## src/rtl/uart_tx_frame_serializer.sv

```systemverilog
// UART transmit serializer: latches one byte and shifts start, d0..d7, parity and stop onto
// the line LSB first, advancing one bit per baud_tick.
module uart_tx_frame_serializer #(
  parameter bit PARITY_ODD = 1'b0
) (
  input  logic       clock,
  input  logic       reset,
  input  logic       baud_tick,
  input  logic       data_valid,
  input  logic [7:0] data_in,
  output logic       busy,
  output logic       data_tx,
  output logic       done_flag
);

  typedef enum logic [2:0] {
    IDLE,
    ARM,
    START,
    DATA,
    PARITY,
    STOP
  } state_t;

  state_t     state_reg, state_next;
  logic [2:0] bit_cnt_reg, bit_cnt_next;
  logic [7:0] data_reg, data_next;
  logic       parity_reg, parity_next;
  logic       tx_reg, tx_next;
  logic       busy_reg, busy_next;
  logic       done_reg, done_next;

  always_ff @(posedge clock or posedge reset) begin
    if (reset) begin
      state_reg   <= IDLE;
      bit_cnt_reg <= 3'd0;
      data_reg    <= 8'd0;
      parity_reg  <= 1'b0;
      tx_reg      <= 1'b1;
      busy_reg    <= 1'b0;
      done_reg    <= 1'b0;
    end else begin
      state_reg   <= state_next;
      bit_cnt_reg <= bit_cnt_next;
      data_reg    <= data_next;
      parity_reg  <= parity_next;
      tx_reg      <= tx_next;
      busy_reg    <= busy_next;
      done_reg    <= done_next;
    end
  end

  always_comb begin
    state_next   = state_reg;
    bit_cnt_next = bit_cnt_reg;
    data_next    = data_reg;
    parity_next  = parity_reg;
    tx_next      = tx_reg;
    busy_next    = busy_reg;
    done_next    = 1'b0;

    case (state_reg)
      IDLE: begin
        tx_next = 1'b1;
        // A tick coinciding with the accept is deliberately ignored; ARM waits for the next one.
        if (data_valid) begin
          data_next   = data_in;
          parity_next = PARITY_ODD ? ~^data_in : ^data_in;
          busy_next   = 1'b1;
          state_next  = ARM;
        end
      end
      ARM: begin
        if (baud_tick) begin
          tx_next    = 1'b0;
          state_next = START;
        end
      end
      START: begin
        if (baud_tick) begin
          tx_next      = data_reg[0];
          bit_cnt_next = 3'd0;
          state_next   = DATA;
        end
      end
      DATA: begin
        if (baud_tick) begin
          if (bit_cnt_reg == 3'd7) begin
            tx_next    = parity_reg;
            state_next = PARITY;
          end else begin
            bit_cnt_next = bit_cnt_reg + 3'd1;
            tx_next      = data_reg[bit_cnt_reg + 3'd1];
          end
        end
      end
      PARITY: begin
        if (baud_tick) begin
          tx_next    = 1'b1;
          state_next = STOP;
        end
      end
      STOP: begin
        if (baud_tick) begin
          done_next  = 1'b1;
          busy_next  = 1'b0;
          state_next = IDLE;
        end
      end
      default: begin
        tx_next    = 1'b1;
        busy_next  = 1'b0;
        state_next = IDLE;
      end
    endcase
  end

  assign busy      = busy_reg;
  assign data_tx   = tx_reg;
  assign done_flag = done_reg;

endmodule

```

## config.mk

```make
export PLATFORM = sky130hd
export DESIGN_NAME = uart_tx_frame_serializer
export DESIGN_NICKNAME = d
export VERILOG_FILES = /design/src/rtl/uart_tx_frame_serializer.sv
export SDC_FILE = /design/constraint.sdc
export NUM_CORES = 1
export LEC_CHECK = 0
export BUFFER_PORTS_ARGS = -buffer_cell sky130_fd_sc_hd__buf_2
export CAP_MARGIN = 20
export CORE_UTILIZATION = 35
export DETAILED_ROUTE_END_ITERATION = 10
export PLACE_DENSITY_LB_ADDON = 0.08
export SLEW_MARGIN = 10
export SYNTH_ARGS = -nofsm -noshare
export SYNTH_HDL_FRONTEND = slang
export SYNTH_SLANG_ARGS = --single-unit
export TNS_END_PERCENT = 50
```

## constraint.sdc

```tcl
create_clock -name clock -period 1.5 [get_ports clock]
set_input_delay 0.3 -clock clock [delete_from_list [all_inputs] [get_ports clock]]
set_output_delay 0.3 -clock clock [all_outputs]
set_load 0.02 [all_outputs]
```

==> results of run 1 <==
## per-layer routing
layer / routed length [µm] / up-vias / GRT usage
li1: - / 372 / -
met2: 813 / 11 / 0.217
met5: 0 / - / 0
met1: 939 / 355 / 0.214
met4: 19 / 0 / 0.0641
met3: 67 / 2 / 0.0333
## layout make-up
cell class / count / area [µm²] / share of cell area
Inverter: 4 / 15.0 / 0.0125
Multi-Input combinational cell: 63 / 510 / 0.426
Tap cell: 30 / 37.5 / 0.0313
Sequential cell: 18 / 453 / 0.378
Timing Repair Buffer: 25 / 155 / 0.130
Clock buffer: 4 / 26.3 / 0.0219
## where the power goes
| group | switching [µW] | internal, µW |
|---|---|---|
| Sequential | 123 | 705 |
| Combinational | 470 | 579 |
| Clock | 140 | 103 |
| Total | 734 | 1390 |
## synth_stat cells, types with 2 or more instances
library cell               n
sky130_fd_sc_hd__ha_1      2
sky130_fd_sc_hd__xnor2_1   7
sky130_fd_sc_hd__nor3b_1   2
sky130_fd_sc_hd__inv_1     3
sky130_fd_sc_hd__dfrtp_1  17
sky130_fd_sc_hd__mux2_2    2
sky130_fd_sc_hd__o21ai_0   3
sky130_fd_sc_hd__nand4_1   2
sky130_fd_sc_hd__nor2_1    6
sky130_fd_sc_hd__nor3_1    2
sky130_fd_sc_hd__nand2_1   7
sky130_fd_sc_hd__buf_4     2
sky130_fd_sc_hd__mux2_1    6
sky130_fd_sc_hd__o31ai_1   2
sky130_fd_sc_hd__nand3_1   2
sky130_fd_sc_hd__a22o_1    3
sky130_fd_sc_hd__a21oi_1   5
## worst reg2reg max path: cells and delay by family, from the launching register on
kind / cells / cell delay (ps)
AOI/OAI and AO/OA: 1 / 70
adders and majority gates: 1 / 280
DFF: 1 / 420
muxes: 1 / 480
and+or+nand+nor: 2 / 200
## kinds of logic after synthesis
logic type | count (synthesis) | synth area share
and+or+nand+nor | 25 | 0.152
AOI/OAI and AO/OA | 19 | 0.133
DFF | 18 | 0.462
muxes | 10 | 0.125
buffers and inverters | 8 | 0.0396
xor gates and xnor gates | 7 | 0.0627
adders and majority gates | 2 | 0.0256
## metrics by stage
step                      TNS, ps  power, µW
after detailed placement    -35.8       1850
after global routing         -122       2320
after floorplan             -63.1       1560
after global placement      -37.9       1840
final                       -40.5       2120
after CTS                   -48.9       2160
## repair_timing
action                                  4_1_cts  5_1_grt
endpoints found under the setup margin        2        1
resized for setup                             2        0
pin swaps                                     0        0
hold endpoints to repair                      5        0
hold buffers                                  1        0
cloned                                        0        0
## how the worst max path moves through the flow
| stage | startpoint | endpoint | slack [ps] | cells past startpoint |
|---|---|---|---|---|
| 3_5_place_dp | bit_cnt_reg[0] | data_tx | -40 | 5 |
| 4_1_cts | bit_cnt_reg[0] | data_tx | -50 | 5 |
| 3_3_place_gp | bit_cnt_reg[0] | data_tx | -40 | 5 |
| 6_report | bit_cnt_reg[1] | data_tx | -40 | 5 |
| 2_1_floorplan | bit_cnt_reg[0] | data_tx | -60 | 5 |
| 5_1_grt | bit_cnt_reg[1] | data_tx | -120 | 5 |
==> results.txt, run 1 <==
The detail route stage leaves a number of antenna-violating nets equal to 0. On the worst path, the slowest cell contributes a delay of 480 ps. The buffer type at the clock tree root is sky130_fd_sc_hd__clkbuf_4.

In the synthesized netlist the dominant register cell turns out to be sky130_fd_sc_hd__dfrtp_1. Number of buffers and inverters on the critical path: 0. The number of max-slew violations in the final report was 0; the synthesis-to-finish area growth was 22.4%. TritonCTS built the clock tree.

The final design instance area without fill was 1200 µm². The run gives 15 as the number of primary I/O pins. The critical path is of the reg -> reg type. The run finished, with violations left.

The run gives 0.151 as the overall global routing resource usage. The number of cells on the worst reg-to-reg path is 5. The min-delay analysis places its worst path in the category in -> reg. The final-layout worst hold slack was 247 ps; the ratio of cells with drive above 1 in the final layout was 0.333.

The worst slew slack as a fraction of its limit came out at 0.710. The tools report the launching point of the worst reg2reg path as bit_cnt_reg[1]. After clock tree synthesis, the clock-pin slew on the worst setup and hold paths is 100 ps.

The row count was 18. Yosys mapped the design onto 33 distinct sky130hd cell types. The number of I/O port buffers is 14.

Cell type with the highest aggregate area in the netlist: sky130_fd_sc_hd__dfrtp_1. At the pin with the least slew margin, the transition time is 424 ps. Broken down by cell family, the worst path's largest delay share belongs to multiplexers. For the wire length of the first global-routing pass, the log shows 3.05 mm. The net count of the finished layout is 129.

The post-CTS repair timing setup buffer count is 0, and the number of flip-flops in the largest register is 8. 0 antenna diodes ended up in the layout. For this design, the sink count on the clock tree is 18. The share of the cycle needed by the critical path after routing was 1.03.

For the portion of the post-synthesis area used by sequential elements, the log shows 0.462. The number of nets handed over by synthesis was 103. The tools report the clock latency of the later-clocked register in the worst-skew pair as 280 ps. Between clock sinks in the finished design, the worst skew comes to 2.95 ps. Synthesized area divided by synthesized cell count: 11.0 µm². The number of synthesis warnings was 0. Most frequent standard cell in the layout excluding fill and tap cells: sky130_fd_sc_hd__dfrtp_1.

STA puts the critical path data required time at 1700 ps. In this run the static leakage power is 0.000546 µW. Setup repair after global routing could not meet its margin everywhere. The worst path in the final design needs a cycle of 1540 ps, including I/O delays and setup. At the end of routability-driven placement, the weighted congestion stood at 0.721. The number of design rule violations left after detail routing was 0; the share of the core filled with cells in the final layout was 0.466.

The initial antenna violation count is 0, and the arrival time reported for the critical path endpoint is 1740 ps. The top cell types in the final layout, fill and taps aside, are 16 x sky130_fd_sc_hd__dfrtp_1, 14 x sky130_fd_sc_hd__buf_2, 10 x sky130_fd_sc_hd__buf_4. The logs give 1 for the deepest level of the CTS H-tree and 1.44 mm for the post-detailed-placement half-perimeter wirelength. From bottom edge to top edge, the die measures 54.9 µm. For the maximum operating frequency, the log shows 0.649 GHz.

The slowest cell on the critical path is sky130_fd_sc_hd__mux4_2. The non-filler instance count after layout is 144. The filler cells instantiated in the layout total 254. STA classifies the critical path endpoint as a register. Dividing total power by cell area gives a power density of 1770 nW/µm². Number of placed cells counting well taps: 139.

The detailed router finished its first iteration with 12 violations. The cell area that synthesis handed to floorplanning was 978 µm². The share of flip-flops with an asynchronous set or reset after synthesis is 1.00.

The worst slack at placement is -35.4 ps, and the hold violation count in the final report is 0. The first detailed-routing pass ran for 4 iterations. The run gives 0.381 as the starting density of the core. Along the worst hold path, the cell count comes to 3.

Routed wire length: 1.84 mm. The proportion of netlist area held by the largest area contributor was 0.435; the average wire per cell in the routed design was 12.8 µm. The worst vdd rail ir drop came out at 0.978 mV. From left edge to right edge, the die measures 54.9 µm. The clock passes through at most 2 buffers. The largest net degree at the start of global routing was 16.

Yosys mapped a number of flops with a built-in enable equal to 0. Summing all placed instances gives a cell area of 1150 µm². The area of the die is 3010 µm². The vias per cell is 5.14. Global routing finished with a remaining overflow of 0.

The run gives 1 as the count of endpoints failing setup in the final report. Walking the worst path, the cells encountered are ha_4, mux4_2, nand2b_4, nand4_1, a31oi_1. The terminating pin of the worst hold path is data_reg[0]. For the placeable core region, the log shows 2570 µm².

The number of global-route vias before repair was 662. End of the worst register-to-register path: data_tx. Top fanout value on the critical path: 2. The kind of start point of the critical path was a register.

The worst register-to-register path has a setup slack of -40 ps. Max-cap violations in this run came to 0. The cell count after synthesis was 89; the number of buffers created by CTS was 3. Number of vias after detailed routing: 740. Ranked by total cell area, the synthesized netlist is headed by sky130_fd_sc_hd__dfrtp_1 43%, sky130_fd_sc_hd__mux2_1 6.9%, sky130_fd_sc_hd__xnor2_1 6.3%. In this run the most critical hold path is launched from data_in[0]. The final reports fail on setup timing. For the final worst slack, the log shows -40.5 ps. The total of flip-flops plus latches after synthesis came out at 18.
Power figures use the tool's default switching activity.
==> run 2: changes to the inputs <==
--- a/config.mk
+++ b/config.mk
@@ -5,7 +5,7 @@
 export SDC_FILE = /design/constraint.sdc
 export NUM_CORES = 1
 export LEC_CHECK = 0
-export BUFFER_PORTS_ARGS = -buffer_cell sky130_fd_sc_hd__buf_2
+export BUFFER_PORTS_ARGS = -buffer_cell sky130_fd_sc_hd__buf_4
 export CAP_MARGIN = 20
 export CORE_UTILIZATION = 35
 export DETAILED_ROUTE_END_ITERATION = 10
==> run 2 against run 1 <==
Against the previous run:
- the run still ends with setup timing left
- cell count shrank 0.69%
- clock power is 2% higher
- sequential share of layout area decreased by 0.85 points
- worst setup slack lost 21 ps
- critical endpoint unchanged
- highest routed layer unchanged
==> results.txt, run 2 (synthesis gave the netlist of run 1 again) <==
The kind of start point of the critical path is a register. The post-detailed-placement half-perimeter wirelength was 1.46 mm; the ratio of cells with drive above 1 in the final layout was 0.327. The initial DRC count is 4. The finished cells cover 1220 µm².

The switching part of the total power is 0.348, and the final worst clock skew is 6.29 ps. Wires add up to 1.89 mm. In the routed design, unresolved DRC markers number 0.

In this run, CTS created clock tree buffers numbering 3. In the routed layout, each cell is associated on average with a via count of 5.02. The tools report the initial antenna violation count as 0. The count of endpoints failing setup in the final report was 1.

The max-capacitance violation count came out at 0. For the part of the total power dissipated in the clock network, the log shows 0.114. The logs give 0.152 for the overall global routing resource usage and 3.11 mm for the wire length of the first global-routing pass. The width of the chip was 54.9 µm. Walking the worst path, the cells encountered are ha_4, mux4_2, nand2b_4, nand4_1, a31oi_1. In this run the vertical extent of the chip is 54.9 µm.

The maximum operating frequency was 0.641 GHz. The worst slew slack as a fraction of its limit was 0.689. Kind of critical path: reg -> reg.

The worst hold path belongs to the class in -> reg. For the required time at the worst-slack endpoint, the log shows 1700 ps. The logs give 128 for the layout net count and 1760 ps for the arrival time reported for the critical path endpoint. The worst setup path is captured at a register. The run finished, with violations left.

The run gives 138 as the number of placed cells counting well taps. The tools report the fraction of power consumed by combinational cells as 0.500. The critical path contains buffers and inverters numbering 0 combined. The leakage power summed over all cells was 0.000552 µW. The top fanout value on the critical path was 2; the clock latency of the later-clocked register in the worst-skew pair was 290 ps.

The repair_antennas step left the layout with diodes totalling 0. Deepest level of the CTS H-tree: 1. Time the final worst path needs with I/O delays and setup: 1560 ps.

The largest single stage delay on the critical path is 490 ps. The area of the die was 3010 µm²; the hold violation count in the final report was 0. The internal power of the cells totals 1410 µW. The number of global-route vias before repair is 672. In the layout the commonest cells are 23 x sky130_fd_sc_hd__buf_4, 16 x sky130_fd_sc_hd__dfrtp_1, 7 x sky130_fd_sc_hd__nand2_1, 7 x sky130_fd_sc_hd__xnor2_1. The longest clock path from root to sink contains 2 buffers.

Synthesis-to-finish area growth: 25.2%. The run gives 0.386 as the register share of total power. Power spread over the standard cell area amounts to 1770 nW/µm².

At the pin with the least slew margin, the transition time is 455 ps. Leaving out fill and tap cells, the most frequent cell in the layout is sky130_fd_sc_hd__buf_4. Final sum of negative setup slack: -61.3 ps. Across all layers, the routed design uses 718 vias. The detail route stage leaves a number of antenna-violating nets equal to 0.

Among cell families on the critical path, the largest total delay comes from multiplexers. Setup repair after global routing could not meet its margin everywhere. The final reports fail on setup timing. In the final routed layout, each cell accounts on average for 13.2 µm. Port buffering added 14 buffers. The run gives 15 as the number of primary I/O pins. The number of max-slew violations in the final report was 0; the final worst slack was -61.3 ps. TritonCTS built the clock tree.

For the non-filler instance count after layout, the log shows 143. After global routing the overflow that remains totals 0. The row count came out at 18. Share of the cycle needed by the critical path after routing: 1.04. The core region is 2570 µm². The tools report the starting density of the core as 0.381.

For this design the total switching power over the nets is 754 µW. The final weighted congestion of routability-driven global placement is 0.780, and the clock edge transition at the registers on the reported setup and hold paths is 100 ps. Entering global routing, the biggest net connects 16 pins. The buffer type at the clock tree root is sky130_fd_sc_hd__clkbuf_4. The worst-case IR drop observed on VDD is 0.842 mV. The slowest stage of the critical path belongs to the cell sky130_fd_sc_hd__mux4_2.

The count of TritonRoute iterations in the first routing pass is 4, and the number of flip-flops in the largest register is 8. CTS saw 18 sinks. The placed instances occupy a cell area of 1180 µm².
run 2: layout make-up:
class                           count  area, µm²
Tap cell                           30       37.5
Timing Repair Buffer               24        183
Multi-Input combinational cell     63        510
Inverter                            4       15.0
Clock buffer                        4       26.3
Sequential cell                    18        453
Fill cell                         243       1340
run 2: power by group through the flow:
stage / Combinational [µW] / Clock [µW] / Sequential, µW
floorplan: 694 / 0 / 861
global placement: 1020 / 0 / 845
detailed placement: 1040 / 0 / 848
CTS: 1050 / 267 / 839
global route: 1200 / 289 / 861
finish: 1080 / 247 / 836
run 2: per-stage QoR:
stage | util | power, µW | hold slack [ps] | setup slack (ps)
final | 0.477 | 2160 | 221 | -61.3
after global routing | 0.477 | 2350 | 222 | -151
after CTS | 0.474 | 2160 | 209 | -66.2
after detailed placement | 0.459 | 1880 | 246 | -54.4
after global placement | 0.459 | 1870 | 249 | -37.8
after floorplan | - | 1560 | 238 | -63.1
run 2: path summary, 6_finish.rpt:
path | startpoint | end | slack [ps] | cells after the start
worst max-delay path | bit_cnt_reg[0] | data_tx | -60 | 5
worst min-delay path | data_in[0] | data_reg[0] | 220 | 3
worst max register to register | bit_cnt_reg[0] | data_tx | -60 | 5
worst min register to register | data_reg[7] | data_reg[7] | 490 | 1
max in group asynchronous | reset | data_reg[1] | 580 | 4
min in group asynchronous | reset | state_reg[2] | 470 | 3
run 2: timing repair:
item	in CTS	in global routing
hold endpoints to repair	5	0
buffers inserted	0	0
pin swaps	1	2
cloned	0	0
endpoints found under the setup margin	2	2
hold buffers	1	0
resized for setup	1	1
run 2: per-layer routing:
| metal | global-route usage | up-vias | share of wire |
|---|---|---|---|
| li1 | - | 374 | - |
| met2 | 0.225 | 9 | 0.43 |
| met5 | 0 | - | 0 |
| met3 | 0.0333 | 2 | 0.033 |
| met1 | 0.207 | 333 | 0.52 |
| met4 | 0.0769 | 0 | 0.0069 |
run 2: tightest hold or removal path, stage by stage:
cell and delay [ps]:
sky130_fd_sc_hd__buf_4 90, sky130_fd_sc_hd__nand2_1 40, sky130_fd_sc_hd__o21ai_0 50
